--- src/rtl/trace_pkg.sv ---
// Shared constants and state type for the trace-buffer dump controller.
package trace_pkg;

    localparam int TRACE_EN_BIT    = 0;
    localparam int TRACE_FLUSH_BIT = 1;

    localparam logic [7:0] TRACE_PRE0  = 8'h5A;
    localparam logic [7:0] TRACE_PRE1  = 8'hC3;
    localparam logic [6:0] TRACE_HDR   = 7'b1010000;
    localparam logic [7:0] TRACE_TRAIL = 8'hEE;

    typedef enum logic [2:0] {
        ST_IDLE,
        ST_PREAMBLE,
        ST_READ,
        ST_SEND,
        ST_TRAILER,
        ST_FLUSH,
        ST_DONE
    } trace_dump_state_e;

endpackage

--- src/rtl/mem_split32.sv ---
// Split request/readout memory port shared with the tile's trace buffer.
interface MemSplit32;
    logic        req;
    logic        we;
    logic [31:0] addr;
    logic [31:0] wdata;
    logic [31:0] rdata;

    modport Master (output req, output we, output addr, output wdata, input rdata);
    modport Slave  (input req, input we, input addr, input wdata, output rdata);
endinterface

--- src/rtl/trace_byte_ser.sv ---
// Shifts a loaded frame (1-9 bytes, LSB first) onto a valid/ready byte stream.
module trace_byte_ser (
    input  logic        clk,
    input  logic        rst,
    input  logic        load_i,
    input  logic [71:0] frame_i,
    input  logic [3:0]  nbytes_i,
    input  logic        tx_ready_i,
    output logic [7:0]  tx_data_o,
    output logic        tx_valid_o,
    output logic        ser_done_o
);

    logic [71:0] sh_q, sh_d;
    logic [3:0]  cnt_q, cnt_d;
    logic        vld_q, vld_d;

    // A load in the same cycle as the last transfer chains frames without a bubble.
    always_comb begin
        sh_d       = sh_q;
        cnt_d      = cnt_q;
        vld_d      = vld_q;
        ser_done_o = 1'b0;
        if (vld_q && tx_ready_i) begin
            if (cnt_q == 4'd1) begin
                vld_d      = 1'b0;
                sh_d       = '0;
                ser_done_o = 1'b1;
            end else begin
                sh_d  = {8'h00, sh_q[71:8]};
                cnt_d = cnt_q - 4'd1;
            end
        end
        if (load_i) begin
            sh_d  = frame_i;
            cnt_d = nbytes_i;
            vld_d = 1'b1;
        end
    end

    always_ff @(posedge clk or posedge rst) begin
        if (rst) begin
            sh_q  <= '0;
            cnt_q <= '0;
            vld_q <= 1'b0;
        end else begin
            sh_q  <= sh_d;
            cnt_q <= cnt_d;
            vld_q <= vld_d;
        end
    end

    assign tx_data_o  = sh_q[7:0];
    assign tx_valid_o = vld_q;

endmodule

--- src/rtl/trace_dump_ctrl.sv ---
// Dumps the trace buffer as a framed byte stream, then flushes it.
// Optional TRACE_DUMP_SKIP_EMPTY_EN: drop all-zero entries and append a sent-frame count.
module trace_dump_ctrl
    import trace_pkg::*;
#(
    parameter int CAPACITY   = 256,
    parameter int RD_LATENCY = 1
) (
    input  logic       clk,
    input  logic       rst,
    input  logic       trace_en_i,
    input  logic       dump_req_i,
    output logic [3:0] trace_ctrl_o,
    input  logic       trace_flush_end_i,
    MemSplit32.Master  trace_if,
    output logic [7:0] tx_data_o,
    output logic       tx_valid_o,
    input  logic       tx_ready_i,
    output logic       busy_o,
    output logic       done_o
);

    localparam int               IDX_W     = $clog2(CAPACITY);
    localparam logic [2:0]       CAP_FIRST = 3'(RD_LATENCY);
    localparam logic [2:0]       RD_LAST   = 3'(RD_LATENCY + 2);
    localparam logic [IDX_W-1:0] IDX_LAST  = IDX_W'(CAPACITY - 1);

    trace_dump_state_e state_q, state_d;
    logic [IDX_W-1:0]  idx_q, idx_d;
    logic [2:0]        rd_cnt_q, rd_cnt_d;
    logic [31:0]       addr_word_q, addr_word_d;
    logic [31:0]       data_word_q, data_word_d;

    logic              ser_load, ser_done;
    logic [71:0]       ser_frame;
    logic [3:0]        ser_nbytes;
    logic [2:0]        cap_sel;
    logic [71:0]       entry_frame, trail_frame;
    logic [3:0]        trail_nbytes;
    logic              skip_entry;

    // The we flag is the last word read, so it is taken straight from rdata.
    assign cap_sel     = rd_cnt_q - CAP_FIRST;
    assign entry_frame = {data_word_q, addr_word_q, TRACE_HDR, trace_if.rdata[0]};

`ifdef TRACE_DUMP_SKIP_EMPTY_EN
    logic [15:0] sent_cnt_q, sent_cnt_d;

    assign skip_entry   = (addr_word_q == 32'h0) && (data_word_q == 32'h0) && !trace_if.rdata[0];
    assign trail_frame  = {48'h0, sent_cnt_q, TRACE_TRAIL};
    assign trail_nbytes = 4'd3;
`else
    assign skip_entry   = 1'b0;
    assign trail_frame  = {64'h0, TRACE_TRAIL};
    assign trail_nbytes = 4'd1;
`endif

    always_comb begin
        state_d     = state_q;
        idx_d       = idx_q;
        rd_cnt_d    = rd_cnt_q;
        addr_word_d = addr_word_q;
        data_word_d = data_word_q;
        ser_load    = 1'b0;
        ser_frame   = '0;
        ser_nbytes  = '0;
`ifdef TRACE_DUMP_SKIP_EMPTY_EN
        sent_cnt_d  = sent_cnt_q;
`endif
        unique case (state_q)
            ST_IDLE: if (dump_req_i) begin
                state_d    = ST_PREAMBLE;
                idx_d      = '0;
                ser_load   = 1'b1;
                ser_frame  = {56'h0, TRACE_PRE1, TRACE_PRE0};
                ser_nbytes = 4'd2;
`ifdef TRACE_DUMP_SKIP_EMPTY_EN
                sent_cnt_d = '0;
`endif
            end
            ST_PREAMBLE: if (ser_done) begin
                state_d  = ST_READ;
                rd_cnt_d = '0;
            end
            ST_READ: begin
                rd_cnt_d = rd_cnt_q + 3'd1;
                if (rd_cnt_q >= CAP_FIRST) begin
                    if (cap_sel == 3'd0) addr_word_d = trace_if.rdata;
                    if (cap_sel == 3'd1) data_word_d = trace_if.rdata;
                end
                if (rd_cnt_q == RD_LAST) begin
                    if (!skip_entry) begin
                        state_d    = ST_SEND;
                        ser_load   = 1'b1;
                        ser_frame  = entry_frame;
                        ser_nbytes = 4'd9;
`ifdef TRACE_DUMP_SKIP_EMPTY_EN
                        if (sent_cnt_q != 16'hFFFF) sent_cnt_d = sent_cnt_q + 16'd1;
`endif
                    end else if (idx_q == IDX_LAST) begin
                        state_d    = ST_TRAILER;
                        ser_load   = 1'b1;
                        ser_frame  = trail_frame;
                        ser_nbytes = trail_nbytes;
                    end else begin
                        idx_d    = idx_q + 1'b1;
                        rd_cnt_d = '0;
                    end
                end
            end
            ST_SEND: if (ser_done) begin
                if (idx_q == IDX_LAST) begin
                    state_d    = ST_TRAILER;
                    ser_load   = 1'b1;
                    ser_frame  = trail_frame;
                    ser_nbytes = trail_nbytes;
                end else begin
                    state_d  = ST_READ;
                    idx_d    = idx_q + 1'b1;
                    rd_cnt_d = '0;
                end
            end
            ST_TRAILER: if (ser_done) state_d = ST_FLUSH;
            ST_FLUSH:   if (trace_flush_end_i) state_d = ST_DONE;
            ST_DONE:    state_d = ST_IDLE;
            default:    state_d = ST_IDLE;
        endcase
    end

    always_ff @(posedge clk or posedge rst) begin
        if (rst) begin
            state_q    <= ST_IDLE;
            idx_q      <= '0;
            rd_cnt_q   <= '0;
`ifdef TRACE_DUMP_SKIP_EMPTY_EN
            sent_cnt_q <= '0;
`endif
        end else begin
            state_q    <= state_d;
            idx_q      <= idx_d;
            rd_cnt_q   <= rd_cnt_d;
`ifdef TRACE_DUMP_SKIP_EMPTY_EN
            sent_cnt_q <= sent_cnt_d;
`endif
        end
    end

    always_ff @(posedge clk) begin
        addr_word_q <= addr_word_d;
        data_word_q <= data_word_d;
    end

    // Tracing is only enabled while idle; the readout port never writes.
    always_comb begin
        trace_ctrl_o   = 4'h0;
        trace_if.req   = 1'b0;
        trace_if.addr  = 32'h0;
        trace_if.we    = 1'b0;
        trace_if.wdata = 32'h0;
        busy_o         = (state_q != ST_IDLE);
        done_o         = (state_q == ST_DONE);
        case (state_q)
            ST_IDLE:  trace_ctrl_o[TRACE_EN_BIT] = trace_en_i & ~rst;
            ST_READ:  if (rd_cnt_q < 3'd3) begin
                trace_if.req  = 1'b1;
                trace_if.addr = 32'({idx_q, rd_cnt_q[1:0]});
            end
            ST_FLUSH: trace_ctrl_o[TRACE_FLUSH_BIT] = 1'b1;
            default:  ;
        endcase
    end

    trace_byte_ser u_ser (
        .clk        (clk),
        .rst        (rst),
        .load_i     (ser_load),
        .frame_i    (ser_frame),
        .nbytes_i   (ser_nbytes),
        .tx_ready_i (tx_ready_i),
        .tx_data_o  (tx_data_o),
        .tx_valid_o (tx_valid_o),
        .ser_done_o (ser_done)
    );

endmodule

--- src/flat_wrapper.sv ---
// flat-port wrapper written by rule: the top's interface ports become plain ports
module trace_dump_ctrl_flat import trace_pkg::*;
#(
    parameter int CAPACITY   = 256,
    parameter int RD_LATENCY = 1
)
  (clk, rst, trace_en_i, dump_req_i, trace_ctrl_o, trace_flush_end_i, tx_data_o, tx_valid_o, tx_ready_i, busy_o, done_o, trace_if_req, trace_if_we, trace_if_addr, trace_if_wdata, trace_if_rdata);
  MemSplit32 trace_if_i ();
  input  logic clk;
  input  logic rst;
  input  logic trace_en_i;
  input  logic dump_req_i;
  output logic [3:0] trace_ctrl_o;
  input  logic trace_flush_end_i;
  output logic [7:0] tx_data_o;
  output logic tx_valid_o;
  input  logic tx_ready_i;
  output logic busy_o;
  output logic done_o;
  output wire logic [$bits(trace_if_i.req)-1:0] trace_if_req;
  output wire logic [$bits(trace_if_i.we)-1:0] trace_if_we;
  output wire logic [$bits(trace_if_i.addr)-1:0] trace_if_addr;
  output wire logic [$bits(trace_if_i.wdata)-1:0] trace_if_wdata;
  input wire logic [$bits(trace_if_i.rdata)-1:0] trace_if_rdata;
  assign trace_if_req = trace_if_i.req;
  assign trace_if_we = trace_if_i.we;
  assign trace_if_addr = trace_if_i.addr;
  assign trace_if_wdata = trace_if_i.wdata;
  assign trace_if_i.rdata = trace_if_rdata;
  trace_dump_ctrl #(.CAPACITY(CAPACITY), .RD_LATENCY(RD_LATENCY)) u_core (.clk(clk), .rst(rst), .trace_en_i(trace_en_i), .dump_req_i(dump_req_i), .trace_ctrl_o(trace_ctrl_o), .trace_flush_end_i(trace_flush_end_i), .trace_if(trace_if_i), .tx_data_o(tx_data_o), .tx_valid_o(tx_valid_o), .tx_ready_i(tx_ready_i), .busy_o(busy_o), .done_o(done_o));
endmodule
--- config.mk ---
export PLATFORM = sky130hd
export DESIGN_NAME = trace_dump_ctrl_flat
export DESIGN_NICKNAME = d
export VERILOG_FILES = /design/src/rtl/trace_pkg.sv /design/src/rtl/mem_split32.sv /design/src/rtl/trace_byte_ser.sv /design/src/rtl/trace_dump_ctrl.sv /design/src/flat_wrapper.sv
export SDC_FILE = /design/constraint.sdc
export NUM_CORES = 1
export LEC_CHECK = 0
export ABC_AREA = 1
export BUFFER_PORTS_ARGS = -buffer_cell sky130_fd_sc_hd__buf_2
export CAP_MARGIN = 10
export CELL_PAD_IN_SITES_DETAIL_PLACEMENT = 0
export CELL_PAD_IN_SITES_GLOBAL_PLACEMENT = 1
export CORE_UTILIZATION = 43
export CTS_CLUSTER_SIZE = 12
export DETAILED_ROUTE_END_ITERATION = 10
export GPL_ROUTABILITY_DRIVEN = 0
export PLACE_DENSITY = 0.89
export SYNTH_ARGS = -nofsm -noshare
export SYNTH_HDL_FRONTEND = slang
export SYNTH_SLANG_ARGS = --single-unit
--- constraint.sdc ---
create_clock -name clk -period 4.6 [get_ports clk]
set_input_delay 0.92 -clock clk [delete_from_list [all_inputs] [get_ports clk]]
set_output_delay 0.92 -clock clk [all_outputs]
set_load 0.02 [all_outputs]
# Word-level counts from Yosys, hierarchy flattened
# Cells that the tools add are included.
[totals] reg_bits=155 input_bits=38
[classes] addsub=4 magnitude_cmp=2 eq_ne=18 n_mux=48 bitwise=2 reduce_logical=15
[ops] operator="2-to-1 mux 72 bit" n=4
[ops] operator="case mux 72 bit (3 select lines)" n=1
[ops] operator="2-to-1 mux 64 bit" n=1
[ops] operator="2-to-1 mux 32 bit" n=1
[ops] operator="2-to-1 mux 8 bit" n=4
[ops] operator="2-to-1 mux 3 bit" n=10
[ops] operator="2-to-1 mux 4 bit" n=5
[ops] operator="case mux 3 bit (6 select lines)" n=1
[ops] operator="2-to-1 mux 16 bit" n=1
[ops] operator="case mux 8 bit (2 select lines)" n=1
[ops] operator="2-to-1 mux 1 bit" n=14
[ops] operator="case mux 4 bit (3 select lines)" n=1
[ops] operator="2-to-1 mux 10 bit" n=1
[ops] operator="!= test 2 x 1 -> 1 bit, second input constant" n=5
[ops] operator="== test 3 x 2 -> 1 bit, second input constant" n=3
[ops] operator="== test 3 bit, second input constant" n=3
[ops] operator="case mux 3 bit (3 select lines)" n=1
[ops] operator="adder 8 x 1 -> 8 bit, second input constant" n=1
[ops] operator="== test 8 bit, second input constant" n=1
[ops] operator="AND reduction 4 bit" n=2
[ops] operator="== test 3 x 1 -> 1 bit, second input constant" n=2
[ops] operator="zero test 3 bit" n=2
[ops] operator="!= test 2 bit, second input constant" n=3
[ops] operator="AND reduction 3 bit" n=2
[ops] operator="15 further kinds" n=19

# Longest topological paths before layout
[logic_depth] word_depth=7 ltp_mapped=10

# By module
# From an unflattened synthesis, not the netlist that was laid out.
[unflattened] cells_unflattened=945 area_unflattened_um2=8697.1
[by_module_without_submodules] mod="trace_dump_ctrl" instances=1 cells_per_inst=451 area_per_inst_um2=4628.2
[by_module_without_submodules] mod="trace_byte_ser" instances=1 cells_per_inst=494 area_per_inst_um2=4068.9

# Worst setup path before layout
# Ideal clock, no wire load.
[synth_path] kind="input to output" from="input rst" to="output trace_ctrl_o[0]" arrival_time_ps=3298 required_time_ps=3680 path_slack_ps=382 path_stages=3 path_buffers=0 cell_sequence="inv_1 -> nand2_1 -> nor2_1"
[synth_via] elab_chain_len=3
[synth_lines] element="start: declaration" line_no="flat_wrapper.sv:10" source="input logic rst;"
[synth_lines] element="NOT 1 bit" line_no="trace_dump_ctrl.sv:163" source="ST_IDLE: trace_ctrl_o[TRACE_EN_BIT] = trace_en_i & ~rst;"
[synth_lines] element="bitwise AND 1 bit" line_no="trace_dump_ctrl.sv:163"
[synth_lines] element="2-to-1 mux 1 bit" line_no="trace_dump_ctrl.sv:162" source="case (state_q)"
[synth_lines] element="end: declaration" line_no="flat_wrapper.sv:13" source="output logic [3:0] trace_ctrl_o;"
# Every way passes these cells.

# Final worst setup path
[layout_path] from="register u_core.rd_cnt_q[0]" to="output trace_if_addr[4]"
[layout_via] elab_chain_len=3
[layout_lines] element="start: declaration" line_no="trace_dump_ctrl.sv:30" source="logic [2:0] rd_cnt_q, rd_cnt_d;"
[layout_lines] element="start signal: assignment" line_no="trace_dump_ctrl.sv:141" source="rd_cnt_q <= rd_cnt_d;"
[layout_lines] element="less-than comparator 3 x 2 -> 1 bit" line_no="trace_dump_ctrl.sv:164" source="ST_READ: if (rd_cnt_q < 3'd3) begin"
[layout_lines] element="2-to-1 mux 10 bit" line_no="trace_dump_ctrl.sv:164"
[layout_lines] element="2-to-1 mux 32 bit" line_no="trace_dump_ctrl.sv:162"
[layout_lines] element="end: declaration" line_no="flat_wrapper.sv:22" source="output wire logic [$bits(trace_if_i.addr)-1:0] trace_if_addr;"
# Every way passes these cells.

==> reports/qor.txt <==
TritonCTS Sinks: 155
drt drc: 0
first-pass GRT wire length: 23200 um
Synth area leader: dfrtp_1
CTS Buf Count: 17
CP required: 3680 ps
Yosys cell types: 34
initial drt markers: 338
max-slew violation count: 0
total global routing overflow: 0
Netlist Area Pre-Place: 7290 um^2
Finish-stage setup viols: 0
CTS Root Cell: clkbuf_16
#FFs+latches synth: 155
post-synthesis sequential area ratio: 57.6%
Leak: 0.00385 uW
antenna violations before repair: 0
post-CTS sizing: 0
critical path class: flip-flop to output pin
top cells by area, synth: dfrtp_1, edfxtp_1, nand2_1
Hold Vio Cnt, Final: 0
unrepaired setup endpoints after global routing: no
CTS H-Tree Depth: 4
critical path peak fanout: 6
n_diodes: 0
1st-pass router iterations: 7
worst-case hold slack: 419 ps
placed instance count: 1042
startpoint types: flip-flop
setup bufs post-CTS: 0
CORE AREA: 16600 um^2
CTS tree: done
setup TNS: 0 ps
area grow syn2layout: 11.3%
pin count of the biggest net entering global routing: 78
IO buf count: 61
vias in the first global route: 4667
die area: 17500 um^2
Post-Route WL: 14000 um
post-synth top area share: 31.2%
Clock Path Buffers: 2
Post-synth EDFFs: 64
Post-DP HPWL: 9050 um
Final ANT Viol Nets: 0
DR vias: 4976
Die W: 132 um
fmax: 0.364 GHz
endpoint type of the worst setup path: output pin
Worst Skew: 9.13 ps
# nets final: 887
mean post-synth cell area: 9.19 um^2
Worst EP arrival: 1830 ps
Non-Filler Instances: 1074
Ports: 119
Routed WL per cell: 13.1 um
synthesized instance count: 793
clock insertion delay at the later pin of the skew report: 430 ps
status: completed
Max transition margin: 35.2%
clk slew on worst S/H paths: 70 ps
VDD IR max: 0.000307 V
ys async rst share: 58.7%
Final Cycle Share: 59.8%
pwr dens: 547 nW/um^2
Tot GR Track Use: 17.1%
Syn. warnings: 0
Fillers: 1596
Initial Util: 44.0%
die height: 132 um
final worst path period need: 2750 ps
final core occ: 48.9%
layout cells sized above 1: 14.3%
dominant register cell in the synthesized netlist: dfrtp_1
Slew @ Worst Pin: 972 ps
Placement Rows: 47
HP Class: input pin to async pin
FF-to-FF setup slack: 2240 ps
vias per cell: 4.63
Max-Cap Viols: 0
hold buffers post-CTS: 0
-- final timing paths --
check / endpoint / startpoint / cells after the start
hold / removal: u_core.state_q[2] / rst / 2
min in group clk: u_core.u_ser.sh_q[16] / u_core.addr_word_q[8] / 2
max in group asynchronous: u_core.u_ser.sh_q[53] / rst / 3
setup reg to reg: u_core.u_ser.sh_q[39] / u_core.u_ser.tx_valid_o / 8
hold reg to reg: u_core.u_ser.sh_q[16] / u_core.addr_word_q[8] / 2
setup / recovery: trace_if_addr[4] / u_core.rd_cnt_q[0] / 6
-- routing by layer --
metal  vias to the layer above  share of wire, %  track usage, %
li1                       2519                 -               -
met1                      2323                45            22.2
met2                       107                50            27.7
met3                        27               3.4            3.69
met4                         0               2.1            7.60
met5                         -                 0               0
-- Yosys cell counts, types with 4 or more instances --
master and instances:
ha_1 8, nand3_1 13, o21ai_0 16, clkbuf_1 14
inv_2 9, xor2_1 6, edfxtp_1 64, a21oi_1 5
nand2_1 279, o21ai_1 7, o211ai_1 4, nor2_1 36
o22ai_1 48, buf_2 13, buf_4 66, dfrtp_1 91
nand4_1 9, inv_1 82
-- report_power, final --
| part | switching [uW] | leakage, uW | internal [uW] |
|---|---|---|---|
| Sequential | 120 | 0.00181 | 1700 |
| Combinational | 837 | 0.00174 | 357 |
| Clock | 594 | 0.000294 | 834 |
-- sequential cells by signal (all words and copies together) (netlist names) --
name / cells
u_core.idx_q: 8
u_core.rd_cnt_q: 3
u_core.u_ser.sh_q: 72
u_core.addr_word_q: 32
u_core.data_word_q: 32
u_core.u_ser.cnt_q: 4
u_core.u_ser.tx_valid_o: 1
u_core.state_q: 3
-- cells by family (layout without fill, tap and decap cells) --
| group | Yosys count | count (layout) | share of synthesized area [%] |
|---|---|---|---|
| other | 1 | 57 | 0.0514 |
| AO/OA/AOI/OAI | 84 | 84 | 6.85 |
| AND/OR/NAND/NOR | 353 | 353 | 20.0 |
| flip-flops | 155 | 155 | 57.6 |
| buffers and inverters | 185 | 190 | 13.3 |
| XOR/XNOR | 7 | 7 | 0.841 |
| adder cells (fa/ha/maj) | 8 | 8 | 1.37 |
-- cells in the final DEF (no fill, tap or decap), drive strengths merged, types with 2 or more instances in the layout --
cell type / instances
o22ai: 48
inv: 98
nand2: 280
clkinvlp: 2
nand3: 16
nor3: 3
nand3b: 2
bufinv: 2
nor2: 41
nand4: 10
o21ai: 23
conb: 57
dfrtp: 91
o211ai: 4
clkinv: 3
buf: 67
a21oi: 5
a31oi: 2
edfxtp: 64
xor2: 6
ha: 8
clkbuf: 18
-- metrics by stage --
| stage | instance area [um^2] | power [uW] | setup WS [ps] |
|---|---|---|---|
| final | 8120 | 4440 | 1850 |
| after global placement | 7510 | 3030 | 1730 |
| after CTS | 8120 | 4490 | 1810 |
| after detailed placement | 7510 | 3050 | 1740 |
| after floorplan | 7500 | 2840 | 382 |
| after global routing | 8120 | 4730 | 1620 |
-- critical path, cell delays in order, from the launching register on --
cell and delay (ps):
dfrtp_1 430, a21oi_1 390, inv_1 100, nor2_1 120
inv_1 100, nor2_1 90, buf_2 170
-- final cells by class --
cell class | count | area (um^2) | area share (%)
Tap cell | 220 | 275 | 3.39
Multi-Input combinational cell | 509 | 2340 | 28.8
Clock buffer | 18 | 439 | 5.41
Timing Repair Buffer | 67 | 350 | 4.32
Sequential cell | 155 | 4200 | 51.7
Clock inverter | 14 | 170 | 2.10
Inverter | 91 | 343 | 4.22
(Power assumes the default switching activity.)
